<file path="config.mk">
export PLATFORM = sky130hd
export DESIGN_NAME = mips_cpu_alu_arbiter
export DESIGN_NICKNAME = d
export VERILOG_FILES = /design/src/rtl/mips_cpu_alu_arbiter.sv
export SDC_FILE = /design/constraint.sdc
export NUM_CORES = 1
export LEC_CHECK = 0
export ABC_CLOCK_PERIOD_IN_PS = 4400
export CAP_MARGIN = 30
export CORE_AREA = 2 2 124 126
export CTS_CLUSTER_SIZE = 30
export DETAILED_ROUTE_END_ITERATION = 6
export DIE_AREA = 0 0 126 128
export HOLD_SLACK_MARGIN = 0.05
export PLACE_DENSITY_LB_ADDON = 0.25
export SYNTH_ARGS = -nofsm -noshare
export SYNTH_HDL_FRONTEND = slang
export SYNTH_SLANG_ARGS = --single-unit
export TNS_END_PERCENT = 10
</file>
<file path="constraint.sdc">
create_clock -name clk_i -period 4.4 [get_ports clk_i]
set_clock_uncertainty 0.05 [all_clocks]
set_input_delay 1.32 -clock clk_i [delete_from_list [all_inputs] [get_ports clk_i]]
set_output_delay 1.32 -clock clk_i [all_outputs]
set_load 0.05 [all_outputs]
</file>
<file path="src/rtl/mips_cpu_alu_arbiter.sv">
// mips_cpu_alu_arbiter: round-robin share of one combinational ALU between two requesters
//   clk_i, reset_i          : clock, asynchronous active-high reset
//   reqN_valid_i/ready_o    : request handshake for requester N (0 = execute, 1 = branch/addr)
//   reqN_op_i/a_i/b_i/sa_i  : operation fields, sampled only at the accepting edge
//   rsp_valid_o/ready_i     : response handshake; rsp_id/result/zero/err held until accepted
//   alu_*_o / alu_*_i       : external ALU port, driven with live operands only in EXEC
module mips_cpu_alu_arbiter #(
    parameter int NUM_OPS    = 12,
    parameter bit RESET_PRIO = 1'b0
) (
    input  logic        clk_i,
    input  logic        reset_i,
    input  logic        req0_valid_i,
    output logic        req0_ready_o,
    input  logic [4:0]  req0_op_i,
    input  logic [31:0] req0_a_i,
    input  logic [31:0] req0_b_i,
    input  logic [4:0]  req0_sa_i,
    input  logic        req1_valid_i,
    output logic        req1_ready_o,
    input  logic [4:0]  req1_op_i,
    input  logic [31:0] req1_a_i,
    input  logic [31:0] req1_b_i,
    input  logic [4:0]  req1_sa_i,
    output logic        rsp_valid_o,
    input  logic        rsp_ready_i,
    output logic        rsp_id_o,
    output logic [31:0] rsp_result_o,
    output logic        rsp_zero_o,
    output logic        rsp_err_o,
    output logic [4:0]  alu_op_o,
    output logic [31:0] alu_a_o,
    output logic [31:0] alu_b_o,
    output logic [4:0]  alu_sa_o,
    input  logic [31:0] alu_result_i,
    input  logic        alu_zero_i
);
    typedef enum logic [1:0] {IDLE, EXEC, RESP} state_t;
    state_t      state_q, state_d;
    logic        prio_q, id_q, rsp_id_q, rsp_zero_q, rsp_err_q;
    logic [4:0]  op_q, sa_q;
    logic [31:0] a_q, b_q, rsp_result_q;
    logic        idle, gnt0, gnt1, hs, illegal;
    logic [4:0]  sel_op;
    // readies are forced low while reset is held even though the state reads IDLE
    assign idle    = (state_q == IDLE) && !reset_i;
    assign gnt0    = idle && req0_valid_i && (!req1_valid_i || !prio_q);
    assign gnt1    = idle && req1_valid_i && (!req0_valid_i || prio_q);
    assign hs      = gnt0 || gnt1;
    assign sel_op  = gnt1 ? req1_op_i : req0_op_i;
    assign illegal = {27'd0, sel_op} >= 32'(NUM_OPS);
    assign req0_ready_o = gnt0;
    assign req1_ready_o = gnt1;
    assign rsp_valid_o  = state_q == RESP;
    assign rsp_id_o     = rsp_id_q;
    assign rsp_result_o = rsp_result_q;
    assign rsp_zero_o   = rsp_zero_q;
    assign rsp_err_o    = rsp_err_q;
    always_comb begin
        state_d  = state_q;
        alu_op_o = '0;
        alu_a_o  = '0;
        alu_b_o  = '0;
        alu_sa_o = '0;
        case (state_q)
            IDLE: state_d = hs ? (illegal ? RESP : EXEC) : IDLE;
            EXEC: begin
                state_d  = RESP;
                alu_op_o = op_q;
                alu_a_o  = a_q;
                alu_b_o  = b_q;
                alu_sa_o = sa_q;
            end
            RESP: state_d = rsp_ready_i ? IDLE : RESP;
            default: state_d = IDLE;
        endcase
    end
    always_ff @(posedge clk_i or posedge reset_i) begin
        if (reset_i) begin
            state_q      <= IDLE;
            prio_q       <= RESET_PRIO;
            id_q         <= 1'b0;
            op_q         <= '0;
            a_q          <= '0;
            b_q          <= '0;
            sa_q         <= '0;
            rsp_id_q     <= 1'b0;
            rsp_result_q <= '0;
            rsp_zero_q   <= 1'b0;
            rsp_err_q    <= 1'b0;
        end else begin
            state_q <= state_d;
            if (hs) begin
                op_q   <= sel_op;
                a_q    <= gnt1 ? req1_a_i : req0_a_i;
                b_q    <= gnt1 ? req1_b_i : req0_b_i;
                sa_q   <= gnt1 ? req1_sa_i : req0_sa_i;
                id_q   <= gnt1;
                prio_q <= !gnt1;
                // illegal ops bypass EXEC, so the response is formed right here
                if (illegal) begin
                    rsp_id_q     <= gnt1;
                    rsp_result_q <= '0;
                    rsp_zero_q   <= 1'b0;
                    rsp_err_q    <= 1'b1;
                end
            end
            if (state_q == EXEC) begin
                rsp_id_q     <= id_q;
                rsp_result_q <= alu_result_i;
                rsp_zero_q   <= alu_zero_i;
                rsp_err_q    <= 1'b0;
            end
        end
    end
endmodule

</file>
== Yosys cells after proc, flatten, opt, wreduce, memory -nomap -nowiden ==
Cells that the tools add are included.

* Equal/unequal tests: 2
* Multiplexer cells: 24
* Order comparisons: 1
* Reduce and logical (&&, ||, !) cells: 17

{| class="wikitable"
|+ Operator list
! cell !! number
|-
| $mux W32 || 7
|-
| $mux W5 || 4
|-
| $mux W1 || 9
|-
| $mux W2 || 3
|-
| $pmux W2 S3 || 1
|-
| $ge A5 B4 Y1 const B || 1
|-
| $logic_and A1 B1 Y1 || 5
|-
| $logic_not A1 Y1 || 5
|-
| $reduce_bool A2 Y1 || 2
|-
| $logic_or A1 B1 Y1 || 3
|-
| $eq A2 B1 Y1 const B || 1
|-
| $eq A2 B2 Y1 const B || 1
|-
| $logic_not A2 Y1 || 1
|-
| $reduce_and A2 Y1 || 1
|}

* Register bits after elaboration: 113
* Output and inout bits: 112
* Word-level logic and storage cells: 55

== Logic depth before layout (Yosys ltp) ==
Gate-level depths: netlist of the first run.

* Depth after elaboration: 9
* Gate-level depth with buffers: 7
* Depth with buffers taken out: 5

== Least setup slack after synthesis of the first run ==
Ideal clock, no wire load.

* Path kind: input -> output
* Start: input reset_i
* End: output req1_ready_o
* Stages: 4
* Slack: 0.641 ns
* Data arrival time: 2.389 ns
* Required time: 3.030 ns
* Path through: nor3_2 -> nand3_1 -> inv_2 -> clkbuf_1

* Cells in the longest elaborated chain, start to end: 4

{| class="wikitable"
|+ Ends and longest elaborated chain
! item !! line !! text
|-
| start: declaration || 12 || <nowiki>input logic reset_i,</nowiki>
|-
| $logic_not A1 Y1 (no source line) || - ||
|-
| $logic_and A1 B1 Y1 || 46 || <nowiki>assign idle = (state_q == IDLE) && !reset_i;</nowiki>
|-
| $logic_and A1 B1 Y1 (2 in series) || 48 || <nowiki>assign gnt1 = idle && req1_valid_i && (!req0_valid_i || prio_q);</nowiki>
|-
| end: declaration || 20 || <nowiki>output logic req1_ready_o,</nowiki>
|}

Every way passes these cells.

== Worst setup path in the final report of the first run ==
* Start: input reset_i
* End: output req0_ready_o

* Cells in the longest elaborated chain, start to end: 4

{| class="wikitable"
|+ Ends and longest elaborated chain
! item !! line !! text
|-
| $logic_not A1 Y1 (no source line) || - ||
|-
| $logic_and A1 B1 Y1 || 46 ||
|-
| $logic_and A1 B1 Y1 (2 in series) || 47 || <nowiki>assign gnt0 = idle && req0_valid_i && (!req1_valid_i || !prio_q);</nowiki>
|-
| end: declaration || 14 || <nowiki>output logic req0_ready_o,</nowiki>
|}

Every way passes these cells.

==> impl_metrics.ini, run 1 <==
[global_routing]
grt_pass1_vias = 5127
gr-usage-all-layers_pct = 20.2
use_met3_pct = 6.34
antenna_found_initial = 0
globalRouteMet2Util_pct = 33.7
grt-ovfl-total = 0
met1_usage_pct = 23.9
grt_pass1_wl_um = 25900
grt_start_max_net_pins = 78
grt-busiest-layer = met2

[worst_setup_path]
r2r_end = a_q[30]
required_ps = 3030
worst_setup_path_start_kind = primary input
crit_type = in -> out
endpoint_kind = output pin
worstRegToRegCells = 6
worst-path-max-fanout = 3
timing.rr.start = state_q[1]
crit_start = reset_i
worst-endpoint-arrival_ps = 2720
reg2reg_setup_slack_ps = 1970

[yosys]
ys_ff_latch = 113
ys_async_sr_fraction_pct = 100
synth.avg_cell_area_um2 = 9.48
ys_top_cells_by_count = nand2_1 (153), dfrtp_1 (113), and2_1 (74)
ys.flop_type = dfrtp_1
synthCells = 539
yosysSeqAreaShare_pct = 55.4
synth_area_mm2 = 0.00511
synth_fp_nets = 725
ys_warn_count = 0
ys_types = 24
synth_most_common_cell = nand2_1
synth_edf_count = 0
synth.largest_area_cell = dfrtp_1
yosysTopAreaCellShare_pct = 55.4
synth_area_leaders = dfrtp_1 (55%), nand2_1 (11%), and2_1 (9.1%)

[drt]
drt-pass1-iter-count = 4
postRouteAntennaNets = 0
drc = 0
vias_per_cell = 4.93
routedWlPerCell_um = 16.1
wl_um = 16500
num_vias = 5030
drt-initial-drc-count = 273

[clocking]
cts_made_buffers = 17
clock_sinks = 113
clock-root-buffer = clkbuf_16
postCtsSetupRepairBufs = 0
clk_pin_slew_ps = 50
cts_resized = 0
htree_levels = 4
cts_tree = yes
cts_hold_buf = 0
clockBufferDepth = 2
clock_latency_ps = 400

[timing]
max_freq_mhz = 244
hold_violations = 0
setup_ws_ps = 310
relSlewSlack_pct = 49.0
period_minus_slack_ps = 4090
setup_tns_ps = 0
finalCritPeriodShare_pct = 93.0
rsz0062_at_grt = false
hold_ws_ps = 411
tightest_slew_ps = 765
final-setup-viol-count = 0
slew_viol_final = 0

[worst_hold_path]
min_path_cells = 2
hold_end = b_q[10]
hold_path.startpoint = b_q[10]
hold_class = reg -> reg

[power]
pwr-share-clk_pct = 25.2
combPwrFrac_pct = 41.2
irDropWorstVdd_uv = 284
netSwitchingFraction_pct = 38.7
leakage_nw = 3.90
p_seq_share_pct = 33.6
power_switching_w = 0.00204
p_int_w = 0.00324
power.density_mw_per_mm2 = 598

[placement]
place_ws_ps = 340
place_area_mm2 = 0.00825
dp_cells = 990
dp_hpwl_um = 11800
gp_congestion = 0.816
port_buffers = 297

[job]
maxCapViolations = 0

[finish]
layout.nets = 1007
design_area_mm2 = 0.00883
final_cells = 1021
drive_above_1_share_pct = 5.88
area_delta_synth_final_pct = 72.8
num_antenna_cells = 0
fillers = 1296

[die]
row_count = 45
core-area_mm2 = 0.0149
die_area_mm2 = 0.0161
fp.dieW_um = 126
ios = 298
start_util_pct = 34.4
fp.dieH_um = 128

[outcome]
outcome = finished, final reports clean
[per-layer routing]
| metal | vias to the layer above | routed length (um) | share of wire (%) |
|---|---|---|---|
| li1 | 2390 | - | - |
| met1 | 2371 | 6670 | 40 |
| met2 | 224 | 7990 | 49 |
| met3 | 45 | 1260 | 7.7 |
| met4 | 0 | 550 | 3.3 |
| met5 | - | 0 | 0 |
[state kept, by name (all words and copies together) (netlist names)]
name / count
sa_q: 5
id_q: 1
rsp_err_o: 1
rsp_result_o: 32
rsp_id_o: 1
op_q: 5
prio_q: 1
a_q: 32
b_q: 32
rsp_zero_o: 1
state_q: 2
[worst max-delay path by stage]
stage | slack [ps] | depth (start not counted) | to
floorplan | 40 | 1 | a_q[0]
global placement | 360 | 5 | req0_ready_o
detailed placement | 340 | 5 | req0_ready_o
CTS | 310 | 5 | req0_ready_o
global route | 230 | 4 | alu_a_o[7]
finish | 310 | 5 | req0_ready_o
[cell type report]
class	instances	area (um^2)	share of cell area, %
Multi-Input combinational cell	378	2090	23.7
Clock inverter	10	110	1.25
Tap cell	188	235	2.67
Inverter	5	21.3	0.241
Timing Repair Buffer	306	3070	34.8
Clock buffer	21	470	5.33
Sequential cell	113	2830	32.0
[kinds of logic after synthesis]
family,after synthesis,share of synthesized area (%)
compound gates,117,17.1
buf+inv,48,4.21
flops,113,55.4
simple gates,261,23.3
[critical path, stage by stage]
cell and delay [ps]:
clkdlybuf4s50_1 490, nor3_2 450, nand3_2 200, inv_2 130, buf_12 140
[layout by cell type (no fill, tap or decap)]
master           instances
a21oi_1                  3
a22o_1                  34
a22oi_1                 47
a31oi_1                 27
and2_1                  74
buf_12                   3
buf_4                    8
bufinv_16                2
clkbuf_1                 1
clkbuf_16               17
clkbuf_8                 3
clkdlybuf4s50_1        295
clkinv_2                 4
clkinvlp_4               4
dfrtp_1                113
inv_1                    2
inv_2                    2
inv_4                    1
nand2_1                153
nand2b_1                 3
nand3_2                  2
nor2_1                  27
nor2b_4                  1
nor3_2                   1
o21a_1                   1
o21ai_1                  1
o21ai_4                  1
o221a_1                  1
o22ai_1                  2
[power by group through the flow]
stage          sequential [W]  clock (W)  combinational [W]
6_report              0.00177    0.00133            0.00217
5_1_grt               0.00184    0.00141            0.00233
4_1_cts               0.00178    0.00136            0.00220
3_5_place_dp          0.00179          0            0.00219
3_3_place_gp          0.00176          0            0.00215
2_1_floorplan         0.00222          0           0.000941
[per-stage QoR]
| stage | utilization, % | total power (W) |
|---|---|---|
| 3_5_place_dp | 55.5 | 0.00397 |
| 4_1_cts | 59.4 | 0.00534 |
| 2_1_floorplan | - | 0.00316 |
| 5_1_grt | 59.4 | 0.00558 |
| 3_3_place_gp | 55.5 | 0.00391 |
| 6_report | 59.4 | 0.00528 |
Note: power is estimated with default switching activity, not from simulation.
==> run 2: changes to the inputs <==
- SKIP_CTS_REPAIR_TIMING: unset -> 1
==> results of run 2 <==
No change in the layout: final DEF, timing and power equal those of run 1.
